===== src/rtl/imm_gen_pipe.sv =====
// imm_gen_pipe: registered RISC-V immediate generator with a 2-entry output
// buffer. Decodes I/S/B/J/U/Z(csr uimm)/shamt immediates to XLEN bits and
// flags the undefined select 3'b111. The head entry lives in its own register
// so the out_* ports keep their last values after the buffer drains.
module imm_gen_pipe #(
    parameter int XLEN  = 32,
    parameter int TAG_W = 5
) (
    input  logic             clk,
    input  logic             rst,
    input  logic             in_valid,
    output logic             in_ready,
    input  logic [31:0]      in_instr,
    input  logic [2:0]       in_sel,
    input  logic [TAG_W-1:0] in_tag,
    output logic             out_valid,
    input  logic             out_ready,
    output logic [XLEN-1:0]  out_imm,
    output logic [TAG_W-1:0] out_tag,
    output logic             out_illegal
);

    if (XLEN != 32 && XLEN != 64) begin : g_xlen_bad
        $error("imm_gen_pipe: XLEN must be 32 or 64");
    end

    localparam logic [2:0] SEL_I  = 3'b000;
    localparam logic [2:0] SEL_S  = 3'b001;
    localparam logic [2:0] SEL_B  = 3'b010;
    localparam logic [2:0] SEL_J  = 3'b011;
    localparam logic [2:0] SEL_U  = 3'b100;
    localparam logic [2:0] SEL_Z  = 3'b101;
    localparam logic [2:0] SEL_SH = 3'b110;

    // Sign-extending formats are built as signed 32-bit values and widened by
    // a signed size cast; zero-extending formats are built unsigned.
    function automatic logic [XLEN-1:0] decode_imm(input logic [31:0] instr,
                                                   input logic [2:0]  sel);
        logic signed [31:0] s32;
        logic        [31:0] u32;
        logic        [XLEN-1:0] res;
        s32 = '0;
        u32 = '0;
        res = '0;
        case (sel)
            SEL_I:  begin s32 = {{20{instr[31]}}, instr[31:20]}; res = XLEN'(s32); end
            SEL_S:  begin s32 = {{20{instr[31]}}, instr[31:25], instr[11:7]}; res = XLEN'(s32); end
            SEL_B:  begin
                s32 = {{19{instr[31]}}, instr[31], instr[7], instr[30:25], instr[11:8], 1'b0};
                res = XLEN'(s32);
            end
            SEL_J:  begin
                s32 = {{11{instr[31]}}, instr[31], instr[19:12], instr[20], instr[30:21], 1'b0};
                res = XLEN'(s32);
            end
            SEL_U:  begin s32 = {instr[31:12], 12'b0}; res = XLEN'(s32); end
            SEL_Z:  begin u32 = {27'b0, instr[19:15]}; res = XLEN'(u32); end
            SEL_SH: begin
                if (XLEN == 64) u32 = {26'b0, instr[25:20]};
                else            u32 = {27'b0, instr[24:20]};
                res = XLEN'(u32);
            end
            default: res = '0;
        endcase
        return res;
    endfunction

    function automatic logic decode_illegal(input logic [2:0] sel);
        return (sel == 3'b111);
    endfunction

    logic [1:0]       cnt_q, cnt_d;
    logic [XLEN-1:0]  head_imm_q, head_imm_d;
    logic [TAG_W-1:0] head_tag_q, head_tag_d;
    logic             head_ill_q, head_ill_d;
    logic [XLEN-1:0]  spare_imm_q, spare_imm_d;
    logic [TAG_W-1:0] spare_tag_q, spare_tag_d;
    logic             spare_ill_q, spare_ill_d;

    logic [XLEN-1:0]  dec_imm;
    logic             dec_ill;
    logic             push, pop;

    assign dec_imm   = decode_imm(in_instr, in_sel);
    assign dec_ill   = decode_illegal(in_sel);

    assign in_ready  = (cnt_q != 2'd2);
    assign out_valid = (cnt_q != 2'd0);
    assign push      = in_valid && in_ready;
    assign pop       = out_valid && out_ready;

    assign out_imm     = head_imm_q;
    assign out_tag     = head_tag_q;
    assign out_illegal = head_ill_q;

    // Next-state: new entries fill the head when it is free (or being popped
    // with one entry), otherwise the spare; a pop with two entries promotes
    // the spare. Head is untouched when the last entry pops.
    always_comb begin
        cnt_d       = cnt_q;
        head_imm_d  = head_imm_q;
        head_tag_d  = head_tag_q;
        head_ill_d  = head_ill_q;
        spare_imm_d = spare_imm_q;
        spare_tag_d = spare_tag_q;
        spare_ill_d = spare_ill_q;
        case ({push, pop})
            2'b10: begin
                if (cnt_q == 2'd0) begin
                    head_imm_d = dec_imm;
                    head_tag_d = in_tag;
                    head_ill_d = dec_ill;
                end else begin
                    spare_imm_d = dec_imm;
                    spare_tag_d = in_tag;
                    spare_ill_d = dec_ill;
                end
                cnt_d = cnt_q + 2'd1;
            end
            2'b01: begin
                if (cnt_q == 2'd2) begin
                    head_imm_d = spare_imm_q;
                    head_tag_d = spare_tag_q;
                    head_ill_d = spare_ill_q;
                end
                cnt_d = cnt_q - 2'd1;
            end
            2'b11: begin
                head_imm_d = dec_imm;
                head_tag_d = in_tag;
                head_ill_d = dec_ill;
            end
            default: ;
        endcase
    end

    // Occupancy and head entry; reset clears both so outputs read zero.
    always_ff @(posedge clk) begin
        if (rst) begin
            cnt_q      <= 2'd0;
            head_imm_q <= '0;
            head_tag_q <= '0;
            head_ill_q <= 1'b0;
        end else begin
            cnt_q      <= cnt_d;
            head_imm_q <= head_imm_d;
            head_tag_q <= head_tag_d;
            head_ill_q <= head_ill_d;
        end
    end

    // Spare entry data; only meaningful while occupancy is two.
    always_ff @(posedge clk) begin
        spare_imm_q <= spare_imm_d;
        spare_tag_q <= spare_tag_d;
        spare_ill_q <= spare_ill_d;
    end

endmodule


===== config.mk =====
export PLATFORM = sky130hd
export DESIGN_NAME = imm_gen_pipe
export DESIGN_NICKNAME = d
export VERILOG_FILES = /design/src/rtl/imm_gen_pipe.sv
export SDC_FILE = /design/constraint.sdc
export NUM_CORES = 1
export LEC_CHECK = 0
export BUFFER_PORTS_ARGS = -buffer_cell sky130_fd_sc_hd__buf_2
export CAP_MARGIN = 20
export CORE_ASPECT_RATIO = 0.75
export CORE_MARGIN = 1
export CORE_UTILIZATION = 25
export CTS_CLUSTER_SIZE = 16
export DETAILED_ROUTE_END_ITERATION = 6
export GPL_TIMING_DRIVEN = 0
export PLACE_DENSITY = 0.44
export SYNTH_ARGS = -nofsm -noshare
export SYNTH_HDL_FRONTEND = slang
export SYNTH_SLANG_ARGS = --single-unit

===== constraint.sdc =====
create_clock -name clk -period 2.93 [get_ports clk]
set_clock_uncertainty 0.15 [all_clocks]
set_input_delay 0.586 -clock clk [delete_from_list [all_inputs] [get_ports clk]]
set_output_delay 0.586 -clock clk [all_outputs]
set_load 0.01 [all_outputs]

==> qor.txt <==
Worst EP arrival -> 2.65 ns
Final Cycle Share -> 86.5%
dpl cell area -> 4420 um2
post-synthesis sequential area ratio -> 51.4%
design area -> 4710 um2
GR met1 Demand/Resource -> 22.0%
R2R Path End -> out_imm[24]
number of diodes -> 0
Max FO, Critical Path -> 10
Die Width -> 144 um
Setup CP Type -> reg -> reg
Post-CTS Hold Buffers -> 0
Synth Flop Type -> dfxtp_1
clk buf depth -> 2
worst-skew pair later-pin latency -> 0.34 ns
Layout Nets -> 477
sequential power share -> 38.2%
most area-consuming cells after synthesis -> edfxtp_1 (30%), dfxtp_1 (21%), mux2i_1 (5.6%), o211ai_1 (4.6%), nand2b_1 (3.5%)
initial antenna violation count -> 0
share of layout cells above drive strength 1 -> 28.5%
# setup viols final -> 0
r2r setup slk -> 0.40 ns
actual slew at the worst max-slew pin -> 0.672 ns
fin util -> 32.3%
Total Power -> 4.36 mW
CTS H-tree lvls -> 3
grt peak-use layer -> met1
PD cells -> 925 nW/um2
Synth top area share -> 30.2%
max cap viols -> 0
top-count cell post-synth -> dfxtp_1
leak pwr -> 1.89 nW
hold path start -> in_tag[2]
status -> finished clean
GRT Resource Usage Total -> 14.5%
Root Driver -> clkbuf_16
Pins Over Slew Limit -> 0
Syn Nets -> 391
Die Footprint -> 15,600 um2
Hold Path Depth -> 1
final hold vios -> 0
number of global-route vias before repair -> 2,883
clock share of power -> 25.0%
die height -> 108 um
met3 Use GR -> 3.50%
worst hold path class -> in -> reg
Clock Sinks -> 78
ANT nets after route -> 0
Core ar. -> 14,600 um2
sw power -> 1.57 mW
PostCTS Resize Cnt -> 0
# port buffers -> 74
Worst Hold Path EP -> spare_tag_q[2]
yosys warns -> 0
Peak VDD IR -> 0.352 mV
combinational group share of total power -> 36.8%
Iteration-0 DRC Markers -> 166
Setup Buffers After CTS -> 0
Cell Rows -> 38
Avg Cell Area, Syn -> 11.0 um2
routed len/inst -> 16.9 um
final wirelength -> 10,700 um
fmax -> 0.395 GHz
CTS tree -> yes
Gate Count Post-Synth -> 344
largest area contributor in the netlist -> edfxtp_1
drt pass-1 iters -> 4
Distinct cells, synth -> 45
R2R cell count -> 11
GR Overflow Total -> 0
first-pass GRT wire length -> 16,600 um
Max-Slew Margin vs Limit -> 55.2%
met2 Track Usage GR -> 19.9%
post-layout min period -> 2.53 ns
Synth Register Bits -> 78
DR vias/cell -> 4.60
pin count of the biggest net entering global routing -> 31
kind of end point of the critical path -> flop
RSZ-0062 raised after global routing -> false
Net Sw Frac -> 36.1%
Req. time, crit path -> 3.05 ns
Starting Density -> 25.9%
CTS Buf Count -> 9
Commonest cells post-synth -> dfxtp_1 (40), edfxtp_1 (38), nand2_1 (24), o211ai_1 (23)
Setup TNS Final -> 0 ns
EDFF count, synth -> 38
routability cong. -> 0.772
Crit Reg-Reg Startpoint -> cnt_q[0]
Mapped Area -> 3780 um2
CTS clk-pin slew, worst paths -> 0.06 ns
Async S/R FF share, synth -> 0%
Residual DRC -> 0
Pint -> 2.78 mW
detailed-route via count -> 2,921
area grow syn2layout -> 24.6%
HPWL Detailed -> 7790 um
crit start category -> flop
I/O pins -> 84
## cell type report
class                      instances  area, um2
fill                            1537       9890
sequential                        78       1940
multi-input combinational        227       1620
timing repair buffer              75        390
clock buffer                      13        272
tap                              200        250
buffer                            33        200
inverter                           6       22.5
clock inverter                     3       16.3
## cell usage in the layout (no fill, tap or decap), types with 2 or more instances in the layout
| master | synthesis | routed |
|---|---|---|
| buf_2 | 10 | 84 |
| dfxtp_1 | 40 | 40 |
| edfxtp_1 | 38 | 38 |
| nand2_1 | 24 | 24 |
| o211ai_1 | 23 | 23 |
| mux2i_1 | 21 | 21 |
| nand2b_1 | 21 | 21 |
| a21oi_1 | 20 | 20 |
| nor2_1 | 17 | 17 |
| clkbuf_1 | 11 | 13 |
| nand4b_1 | 13 | 13 |
| a21o_1 | 12 | 12 |
| a211oi_1 | 12 | 12 |
| clkbuf_16 | 0 | 10 |
| nand4_1 | 8 | 8 |
| buf_4 | 7 | 7 |
| inv_1 | 6 | 6 |
| buf_6 | 5 | 5 |
| and2b_1 | 5 | 5 |
| nor2b_1 | 4 | 4 |
| nand4bb_1 | 4 | 4 |
| or4bb_1 | 4 | 4 |
| nand3b_1 | 4 | 4 |
| a22o_1 | 3 | 3 |
| mux2_2 | 3 | 3 |
| ha_1 | 3 | 3 |
| or3b_1 | 2 | 2 |
| or2_2 | 2 | 2 |
| nor3b_1 | 2 | 2 |
| xor2_1 | 2 | 2 |
| nor3_1 | 2 | 2 |
| clkinv_2 | 0 | 2 |
## critical path: stages, from the launching register on
cell	delay [ns]
dfxtp_1	0.36
or2_2	0.34
nand2_1	0.15
inv_1	0.06
ha_1	0.21
buf_6	0.14
nor3_2	0.24
a21o_1	0.11
buf_4	0.13
buf_2	0.25
o211ai_1	0.16
a21oi_1	0.15
## routing by layer
metal	vias up	wire length [um]
met5	-	0
met4	0	91
met3	9	524
met2	74	4410
met1	1406	5680
li1	1432	-
## worst max-delay path by stage
stage / to / start / depth (start not counted)
5_1_grt: out_imm[24] / cnt_q[0] / 11
3_3_place_gp: spare_imm_q[12] / cnt_q[0] / 4
6_report: out_imm[24] / cnt_q[0] / 11
2_1_floorplan: spare_ill_q / cnt_q[0] / 4
4_1_cts: out_imm[23] / cnt_q[0] / 11
3_5_place_dp: out_imm[30] / out_ready / 10
## sequential cells by signal, summed over array words and instances, names as in the netlist
register / cells
spare_ill_q: 1
out_tag: 5
spare_tag_q: 5
out_illegal: 1
spare_imm_q: 32
cnt_q: 2
out_imm: 32
## kinds of logic (layout without fill, tap and decap cells)
family          Yosys count  count (layout)  share of synthesized area, %
simple gates            118             118                          19.3
compound gates           78              78                          14.8
flops                    78              78                          51.4
mux                      24              24                          6.46
fa+ha+maj                 3               3                         0.993
xor+xnor                  4               4                          1.13
buf+inv                  39             130                          5.89
## power groups by stage
stage               combinational, mW  sequential (mW)  clock [mW]
global placement                 1.59             1.69           0
detailed placement               1.62             1.69           0
floorplan                       0.927             1.76           0
global route                     1.78             1.70        1.16
finish                           1.60             1.66        1.09
CTS                              1.63             1.67        1.12
## metrics by stage
stage / hold slack (ns) / std cells / worst slack, ns
floorplan: 0.331 / 344 / 0.450
global placement: 0.292 / 618 / -0.224
detailed placement: 0.297 / 619 / 0.358
CTS: 0.282 / 635 / 0.391
global route: 0.280 / 635 / 0.241
finish: 0.292 / 635 / 0.396
(Power assumes the default switching activity.)
